### config.mk
export PLATFORM = sky130hd
export DESIGN_NAME = bbox_scan_alu_flat
export DESIGN_NICKNAME = d
export VERILOG_FILES = /design/src/rtl/bbox_scan_pkg.sv /design/src/rtl/bbox_scan_alu_if.sv /design/src/rtl/bbox_line_scan.sv /design/src/rtl/bbox_scan_alu.sv /design/src/flat_wrapper.sv
export SDC_FILE = /design/constraint.sdc
export NUM_CORES = 1
export LEC_CHECK = 0
export ABC_AREA = 1
export BUFFER_PORTS_ARGS = -buffer_cell sky130_fd_sc_hd__buf_2
export CAP_MARGIN = 20
export CORE_ASPECT_RATIO = 1.5
export CORE_MARGIN = 3
export CORE_UTILIZATION = 43
export CTS_BUF_LIST = sky130_fd_sc_hd__clkbuf_8 sky130_fd_sc_hd__clkbuf_16
export CTS_CLUSTER_SIZE = 30
export DETAILED_ROUTE_END_ITERATION = 6
export GPL_ROUTABILITY_DRIVEN = 0
export PLACE_DENSITY = 0.87
export REMOVE_ABC_BUFFERS = 1
export SLEW_MARGIN = 10
export SYNTH_ARGS = -nofsm -noshare
export SYNTH_HDL_FRONTEND = slang
export SYNTH_SLANG_ARGS = --single-unit
### constraint.sdc
create_clock -name clk -period 1.7 [get_ports clk]
set_input_delay 0.085 -clock clk [delete_from_list [all_inputs] [get_ports clk]]
set_output_delay 0.085 -clock clk [all_outputs]
set_load 0.01 [all_outputs]
### src/rtl/bbox_scan_pkg.sv
// rtl/bbox_scan_pkg.sv - shared FSM state type and result-field width helpers for bbox_scan_alu
package bbox_scan_pkg;

    typedef enum logic [1:0] {
        ST_IDLE = 2'd0,
        ST_SCAN = 2'd1,
        ST_DONE = 2'd2
    } state_e;

    // Width able to hold a count from 0 to n inclusive
    function automatic int cnt_w(input int n);
        return $clog2(n + 1);
    endfunction

    // Width able to hold an index from 0 to n-1
    function automatic int idx_w(input int n);
        return (n > 1) ? $clog2(n) : 1;
    endfunction

endpackage

### src/rtl/bbox_scan_alu_if.sv
// rtl/bbox_scan_alu_if.sv - column and row beat streams feeding bbox_scan_alu
interface bbox_scan_alu_if #(
    parameter int W = 24,
    parameter int H = 64
);
    logic         col_valid;
    logic [H-1:0] col_data;
    logic         col_last;
    logic         col_ready;
    logic         row_valid;
    logic [W-1:0] row_data;
    logic         row_last;
    logic         row_ready;

    modport master (
        output col_valid, col_data, col_last,
        input  col_ready,
        output row_valid, row_data, row_last,
        input  row_ready
    );

    modport slave (
        input  col_valid, col_data, col_last,
        output col_ready,
        input  row_valid, row_data, row_last,
        output row_ready
    );
endinterface

### src/rtl/bbox_line_scan.sv
// rtl/bbox_line_scan.sv - per-axis beat counter with first/last non-zero tracking (last index only with BBOX_SCAN_TRAIL_EN)
module bbox_line_scan
    import bbox_scan_pkg::*;
#(
    parameter int LEN = 24,
    parameter int DW  = 64
) (
    input  logic                   clk,
    input  logic                   rst_n,
    input  logic                   clear,
    input  logic                   beat,
    input  logic [DW-1:0]          data,
    input  logic                   last_flag,
    output logic                   complete,
    output logic [cnt_w(LEN)-1:0]  cnt_n,
    output logic [cnt_w(LEN)-1:0]  first_n,
`ifdef BBOX_SCAN_TRAIL_EN
    output logic [cnt_w(LEN)-1:0]  last_n,
`endif
    output logic                   found_n,
    output logic                   complete_n
);

    localparam int CNT = cnt_w(LEN);

    logic [CNT-1:0] cnt;
    logic [CNT-1:0] first;
    logic           found;
`ifdef BBOX_SCAN_TRAIL_EN
    logic [CNT-1:0] last;
`endif

    // Next-state view so the parent can latch results in the same cycle as the final beat
    always_comb begin
        cnt_n      = cnt;
        first_n    = first;
        found_n    = found;
        complete_n = complete;
`ifdef BBOX_SCAN_TRAIL_EN
        last_n     = last;
`endif
        if (beat) begin
            cnt_n = cnt + CNT'(1);
            if (|data) begin
                if (!found) begin
                    first_n = cnt;
                end
                found_n = 1'b1;
`ifdef BBOX_SCAN_TRAIL_EN
                last_n  = cnt;
`endif
            end
            if (last_flag || (cnt == CNT'(LEN - 1))) begin
                complete_n = 1'b1;
            end
        end
    end

    // Tracking registers; clear discards any partial scan
    always_ff @(posedge clk or negedge rst_n) begin
        if (!rst_n) begin
            cnt      <= '0;
            first    <= '0;
            found    <= 1'b0;
            complete <= 1'b0;
`ifdef BBOX_SCAN_TRAIL_EN
            last     <= '0;
`endif
        end else if (clear) begin
            cnt      <= '0;
            first    <= '0;
            found    <= 1'b0;
            complete <= 1'b0;
`ifdef BBOX_SCAN_TRAIL_EN
            last     <= '0;
`endif
        end else begin
            cnt      <= cnt_n;
            first    <= first_n;
            found    <= found_n;
            complete <= complete_n;
`ifdef BBOX_SCAN_TRAIL_EN
            last     <= last_n;
`endif
        end
    end

endmodule

### src/rtl/bbox_scan_alu.sv
// rtl/bbox_scan_alu.sv - bitmap bounding-box scanner producing edge shifts and 2x scale flags (trailing shifts with BBOX_SCAN_TRAIL_EN)
module bbox_scan_alu
    import bbox_scan_pkg::*;
#(
    parameter int W          = 24,
    parameter int H          = 64,
    parameter int HSCALE_THR = 12,
    parameter int VSCALE_THR = 32
) (
    input  logic                 clk,
    input  logic                 rst_n,
    input  logic                 start,
    bbox_scan_alu_if.slave       bus,
    output logic [cnt_w(W)-1:0]  lshift,
    output logic [cnt_w(W)-1:0]  rshift,
    output logic [cnt_w(H)-1:0]  tshift,
    output logic [cnt_w(H)-1:0]  bshift,
    output logic                 scale_h,
    output logic                 scale_v,
    output logic                 blank,
    output logic                 err,
    output logic                 done
);

    localparam int CW = cnt_w(W);
    localparam int RW = cnt_w(H);
    localparam logic [CW:0] HTHR = (CW + 1)'(HSCALE_THR);
    localparam logic [RW:0] VTHR = (RW + 1)'(VSCALE_THR);

    state_e state;

    logic          c_beat, r_beat;
    logic          c_cmp, r_cmp, c_cmp_n, r_cmp_n;
    logic          c_found_n, r_found_n;
    logic [CW-1:0] c_cnt_n, c_first_n;
    logic [RW-1:0] r_cnt_n, r_first_n;
`ifdef BBOX_SCAN_TRAIL_EN
    logic [CW-1:0] c_last_n;
    logic [RW-1:0] r_last_n;
`endif

    logic [CW-1:0] lsh_c, rsh_c;
    logic [RW-1:0] tsh_c, bsh_c;
    logic [CW:0]   h_sum;
    logic [RW:0]   v_sum;
    logic          sh_c, sv_c, blank_c, err_c;

    assign bus.col_ready = (state == ST_SCAN) && !c_cmp;
    assign bus.row_ready = (state == ST_SCAN) && !r_cmp;

    // A start in the same cycle as a handshake drops that beat
    assign c_beat = bus.col_valid && bus.col_ready && !start;
    assign r_beat = bus.row_valid && bus.row_ready && !start;

    bbox_line_scan #(.LEN(W), .DW(H)) u_col_scan (
        .clk        (clk),
        .rst_n      (rst_n),
        .clear      (start),
        .beat       (c_beat),
        .data       (bus.col_data),
        .last_flag  (bus.col_last),
        .complete   (c_cmp),
        .cnt_n      (c_cnt_n),
        .first_n    (c_first_n),
`ifdef BBOX_SCAN_TRAIL_EN
        .last_n     (c_last_n),
`endif
        .found_n    (c_found_n),
        .complete_n (c_cmp_n)
    );

    bbox_line_scan #(.LEN(H), .DW(W)) u_row_scan (
        .clk        (clk),
        .rst_n      (rst_n),
        .clear      (start),
        .beat       (r_beat),
        .data       (bus.row_data),
        .last_flag  (bus.row_last),
        .complete   (r_cmp),
        .cnt_n      (r_cnt_n),
        .first_n    (r_first_n),
`ifdef BBOX_SCAN_TRAIL_EN
        .last_n     (r_last_n),
`endif
        .found_n    (r_found_n),
        .complete_n (r_cmp_n)
    );

    // Result arithmetic from next-state tracking values; an empty bitmap forces full-extent shifts
    always_comb begin
        lsh_c = c_found_n ? c_first_n : c_cnt_n;
        tsh_c = r_found_n ? r_first_n : r_cnt_n;
`ifdef BBOX_SCAN_TRAIL_EN
        rsh_c = c_found_n ? (c_cnt_n - CW'(1) - c_last_n) : '0;
        bsh_c = r_found_n ? (r_cnt_n - RW'(1) - r_last_n) : '0;
`else
        rsh_c = '0;
        bsh_c = '0;
`endif
        blank_c = !c_found_n;
        if (blank_c) begin
            lsh_c = c_cnt_n;
            rsh_c = '0;
            tsh_c = r_cnt_n;
            bsh_c = '0;
        end
        h_sum = {1'b0, lsh_c} + {1'b0, rsh_c};
        v_sum = {1'b0, tsh_c} + {1'b0, bsh_c};
        sh_c  = blank_c || (h_sum >= HTHR);
        sv_c  = blank_c || (v_sum >= VTHR);
        err_c = (c_cnt_n != CW'(W)) || (r_cnt_n != RW'(H));
    end

    // Control FSM; results latch when the later stream completes and hold until start
    always_ff @(posedge clk or negedge rst_n) begin
        if (!rst_n) begin
            state   <= ST_IDLE;
            lshift  <= '0;
            rshift  <= '0;
            tshift  <= '0;
            bshift  <= '0;
            scale_h <= 1'b0;
            scale_v <= 1'b0;
            blank   <= 1'b0;
            err     <= 1'b0;
            done    <= 1'b0;
        end else if (start) begin
            state   <= ST_SCAN;
            lshift  <= '0;
            rshift  <= '0;
            tshift  <= '0;
            bshift  <= '0;
            scale_h <= 1'b0;
            scale_v <= 1'b0;
            blank   <= 1'b0;
            err     <= 1'b0;
            done    <= 1'b0;
        end else begin
            case (state)
                ST_SCAN: begin
                    if (c_cmp_n && r_cmp_n) begin
                        state   <= ST_DONE;
                        lshift  <= lsh_c;
                        rshift  <= rsh_c;
                        tshift  <= tsh_c;
                        bshift  <= bsh_c;
                        scale_h <= sh_c;
                        scale_v <= sv_c;
                        blank   <= blank_c;
                        err     <= err_c;
                        done    <= 1'b1;
                    end
                end
                ST_IDLE, ST_DONE: state <= state;
                default: state <= ST_IDLE;
            endcase
        end
    end

endmodule

### src/flat_wrapper.sv
// flat-port wrapper written by rule: the top's interface ports become plain ports
module bbox_scan_alu_flat import bbox_scan_pkg::*;
#(
    parameter int W          = 24,
    parameter int H          = 64,
    parameter int HSCALE_THR = 12,
    parameter int VSCALE_THR = 32
)
  (clk, rst_n, start, lshift, rshift, tshift, bshift, scale_h, scale_v, blank, err, done, bus_col_valid, bus_col_data, bus_col_last, bus_col_ready, bus_row_valid, bus_row_data, bus_row_last, bus_row_ready);
  bbox_scan_alu_if #(.W(W), .H(H)) bus_i ();
  input  logic clk;
  input  logic rst_n;
  input  logic start;
  output logic [cnt_w(W)-1:0] lshift;
  output logic [cnt_w(W)-1:0] rshift;
  output logic [cnt_w(H)-1:0] tshift;
  output logic [cnt_w(H)-1:0] bshift;
  output logic scale_h;
  output logic scale_v;
  output logic blank;
  output logic err;
  output logic done;
  input wire logic [$bits(bus_i.col_valid)-1:0] bus_col_valid;
  input wire logic [$bits(bus_i.col_data)-1:0] bus_col_data;
  input wire logic [$bits(bus_i.col_last)-1:0] bus_col_last;
  output wire logic [$bits(bus_i.col_ready)-1:0] bus_col_ready;
  input wire logic [$bits(bus_i.row_valid)-1:0] bus_row_valid;
  input wire logic [$bits(bus_i.row_data)-1:0] bus_row_data;
  input wire logic [$bits(bus_i.row_last)-1:0] bus_row_last;
  output wire logic [$bits(bus_i.row_ready)-1:0] bus_row_ready;
  assign bus_i.col_valid = bus_col_valid;
  assign bus_i.col_data = bus_col_data;
  assign bus_i.col_last = bus_col_last;
  assign bus_col_ready = bus_i.col_ready;
  assign bus_i.row_valid = bus_row_valid;
  assign bus_i.row_data = bus_row_data;
  assign bus_i.row_last = bus_row_last;
  assign bus_row_ready = bus_i.row_ready;
  bbox_scan_alu #(.W(W), .H(H), .HSCALE_THR(HSCALE_THR), .VSCALE_THR(VSCALE_THR)) u_core (.clk(clk), .rst_n(rst_n), .start(start), .bus(bus_i), .lshift(lshift), .rshift(rshift), .tshift(tshift), .bshift(bshift), .scale_h(scale_h), .scale_v(scale_v), .blank(blank), .err(err), .done(done));
endmodule
==> impl_metrics.json <==
{
  "cts.reportedPaths.clkPinSlew_ns": 0.10,
  "cts_tree": "built",
  "critPathBufInv": 2,
  "finClkSkew_ns": 0.0131,
  "power.internal_mw": 1.87,
  "min_period_over_period": 1.16,
  "p_clk_frac": 0.319,
  "crit_slowest_cell": "dfrtp_1",
  "multiInputGateArea_um2": 1620,
  "die_area_um2": 7480,
  "pwr-share-seq": 0.440,
  "worst_slew_pin_slew_ns": 0.595,
  "rsz0062_at_grt": "yes",
  "drive_gt1_frac": 0.426,
  "critPathLaunchType": "flop",
  "h-tree-depth": 2,
  "numPortBuffers": 113,
  "routedWlPerCell_um": 15.9,
  "post-route-min-period_ns": 1.98,
  "grt_pass1_wl_mm": 12.8,
  "synth_seq_cells": 47,
  "crit_required_ns": 1.91,
  "core_area_um2": 6220,
  "initial_utilization": 0.446,
  "path_max_fanout": 5,
  "crit_path_end_kind": "flop",
  "root_buffer": "clkbuf_8",
  "cts_made_buffers": 5,
  "hold_viol_final": 0,
  "die_width_um": 71.6,
  "nFillCells": 460,
  "max_freq_mhz": 505,
  "pwr-share-comb": 0.241,
  "pwr_density_cell_nw_per_um2": 660,
  "netSwitchingFraction": 0.307,
  "critPathTopFamily": "simple AND/OR/NAND/NOR gates",
  "path_cells": "inv_2, nand2_4, nor2_4, nand2_4, buf_6, nand2_1, o21ai_2, nor2_2, nand3_1, nor2_2, nand4_1, nand2_1, nand2_1",
  "slew_violations": 0,
  "cts.sinks": 47,
  "drtIter0Drc": 232,
  "rows": 35,
  "io_pins": 126,
  "synth_edf_count": 0,
  "rrSetupSlack_ns": -0.28,
  "routed_wl_mm": 9.65,
  "layout_setup_ws_ns": -0.280,
  "avgSynthCellArea_um2": 7.36,
  "drc": 0,
  "leakagePower_nw": 2.20,
  "die_h_um": 104,
  "reg2reg_depth": 13,
  "ir_drop_v": 0.000437,
  "cp_common_cell": "nand2_1",
  "clk_latency_ns": 0.31,
  "syn2layout_area_growth_pct": 47.3,
  "syn-cell-area_um2": 2780,
  "drt_first_pass_iters": 4,
  "grt_pass1_vias": 2962,
  "slowest_delay_ns": 0.38,
  "synth.area.top_cells": "dfrtp_1 42%, nand2_1 14%, nor2_1 12%, inv_1 4.5%, buf_4 3.2%",
  "critical_path_arrival_ns": 2.19,
  "ys_top_cells_by_count": "102 x nand2_1, 89 x nor2_1, 47 x dfrtp_1",
  "drt-vias-per-instance": 5.27,
  "crit_cells": 13,
  "hold_depth": 3,
  "reg2reg_from": "u_core.state[1]",
  "synth.most_common_cell": "nand2_1",
  "synth_async_sr_flop_share": 1.00,
  "yosysWarnings": 0,
  "vias": 3187,
  "layout.nets": 627,
  "violations": "setup timing",
  "startpoint": "u_core.state[1]",
  "gr-total-overflow": 0,
  "yosysSeqAreaShare": 0.424,
  "slew_headroom": 0.603,
  "ys_types": 36,
  "timing.max_cap.violations": 0,
  "synth_top_area_frac": 0.424,
  "grt_max_degree": 48,
  "hold_class": "primary input to flop",
  "synth-main-ff-cell": "dfrtp_1",
  "post-dp-hpwl_mm": 5.68,
  "grt_usage": 0.212,
  "drtAntennaViolNets": 0,
  "power_mw": 2.70,
  "syn_inst": 377,
  "power_switching_mw": 0.827,
  "ctsLongestPathBuffers": 2,
  "diodes": 0,
  "reg2reg_to": "u_core.err",
  "post-place-ws_ns": -0.0748,
  "status": "finished with violations",
  "critical_path.endpoint": "u_core.err",
  "yosys.area.top_type": "dfrtp_1",
  "critPathKind": "flop to flop",
  "setup_viol": 19,
  "fin_setup_tns_ns": -1.44,
  "regArea_um2": 1180,
  "antenna_found_initial": 0
}
-- power groups by stage --
| stage | Sequential, mW | Combinational [mW] | Clock [mW] |
|---|---|---|---|
| after floorplan | 1.20 | 0.243 | 0 |
| after global placement | 1.20 | 0.477 | 0 |
| after detailed placement | 1.20 | 0.493 | 0 |
| after CTS | 1.18 | 0.544 | 0.858 |
| after global routing | 1.19 | 0.708 | 0.901 |
| final | 1.19 | 0.651 | 0.861 |
-- kinds of logic (layout without fill, tap and decap cells) --
kind of cell | count (synthesis) | after routing | synth area share
xor+xnor | 9 | 9 | 0.0284
simple gates | 226 | 226 | 0.359
fa+ha+maj | 2 | 2 | 0.00901
buf+inv | 57 | 200 | 0.0991
compound gates | 35 | 35 | 0.0798
other cells | 1 | 12 | 0.00135
flops | 47 | 47 | 0.424
-- worst reg2reg max path: stages (launching register included) --
cell and delay (ns):
dfrtp_1 0.38, inv_2 0.08, nand2_4 0.07, nor2_4 0.12, nand2_4 0.12, buf_6 0.16
nand2_1 0.10, o21ai_2 0.10, nor2_2 0.15, nand3_1 0.13, nor2_2 0.15, nand4_1 0.13
nand2_1 0.13, nand2_1 0.05
-- worst min-delay path by stage --
stage          start         endpoint  slack [ns]
4_1_cts        start  u_core.state[0]        0.13
3_3_place_gp   rst_n     u_core.blank        0.20
6_report       start  u_core.state[0]        0.19
3_5_place_dp   rst_n     u_core.blank        0.21
5_1_grt        start  u_core.state[0]        0.20
2_1_floorplan  rst_n     u_core.blank       -0.21
-- state kept, by name (all words and copies together) (netlist names), 2 cells and up --
register	cells
u_core.tshift	7
u_core.u_row_scan.cnt	7
u_core.u_row_scan.first	7
u_core.u_col_scan.first	5
u_core.lshift	5
u_core.u_col_scan.cnt	5
u_core.state	2
-- metal layers --
metal	global-route usage	vias to the layer above	part of all wire
met4	0.0901	0	0.071
met5	0	-	0
li1	-	1458	-
met2	0.420	238	0.53
met3	0.0348	61	0.096
met1	0.204	1430	0.30
-- placed cells by master (no fill, tap or decap), drive strengths merged, types with 2 or more instances in the layout --
cell type	instances
xor2	8
nand4	4
inv	41
clkinvlp	2
dfrtp	47
nor2	95
nand2	106
buf	150
conb	12
ha	2
nand3	19
o211ai	5
a21oi	14
o21ai	11
clkbuf	5
a22o	2
-- per-stage QoR --
stage                     std cells   util  area, µm²  hold WS (ns)
final                           605  0.658       4090         0.190
after global routing            605  0.658       4090         0.197
after CTS                       595  0.610       3790         0.129
after detailed placement        574  0.561       3490         0.210
after global placement          574  0.561       3490         0.198
after floorplan                 370      -       2690        -0.211
-- timing repair --
action	CTS	global route
setup buffers	10	11
pin swaps	4	16
hold buffers	1	0
endpoints found under the setup margin	17	18
hold endpoints to repair	47	0
gates cloned	2	1
resized for setup	16	62
-- area by class of cell --
class / instances / area share
inverter: 39 / 0.0389
timing repair inverter: 2 / 0.00459
tap: 74 / 0.0226
clock inverter: 3 / 0.0113
sequential: 47 / 0.288
timing repair buffer: 151 / 0.222
multi-input combinational: 284 / 0.396
clock buffer: 5 / 0.0168
Power figures use the tool's default switching activity.
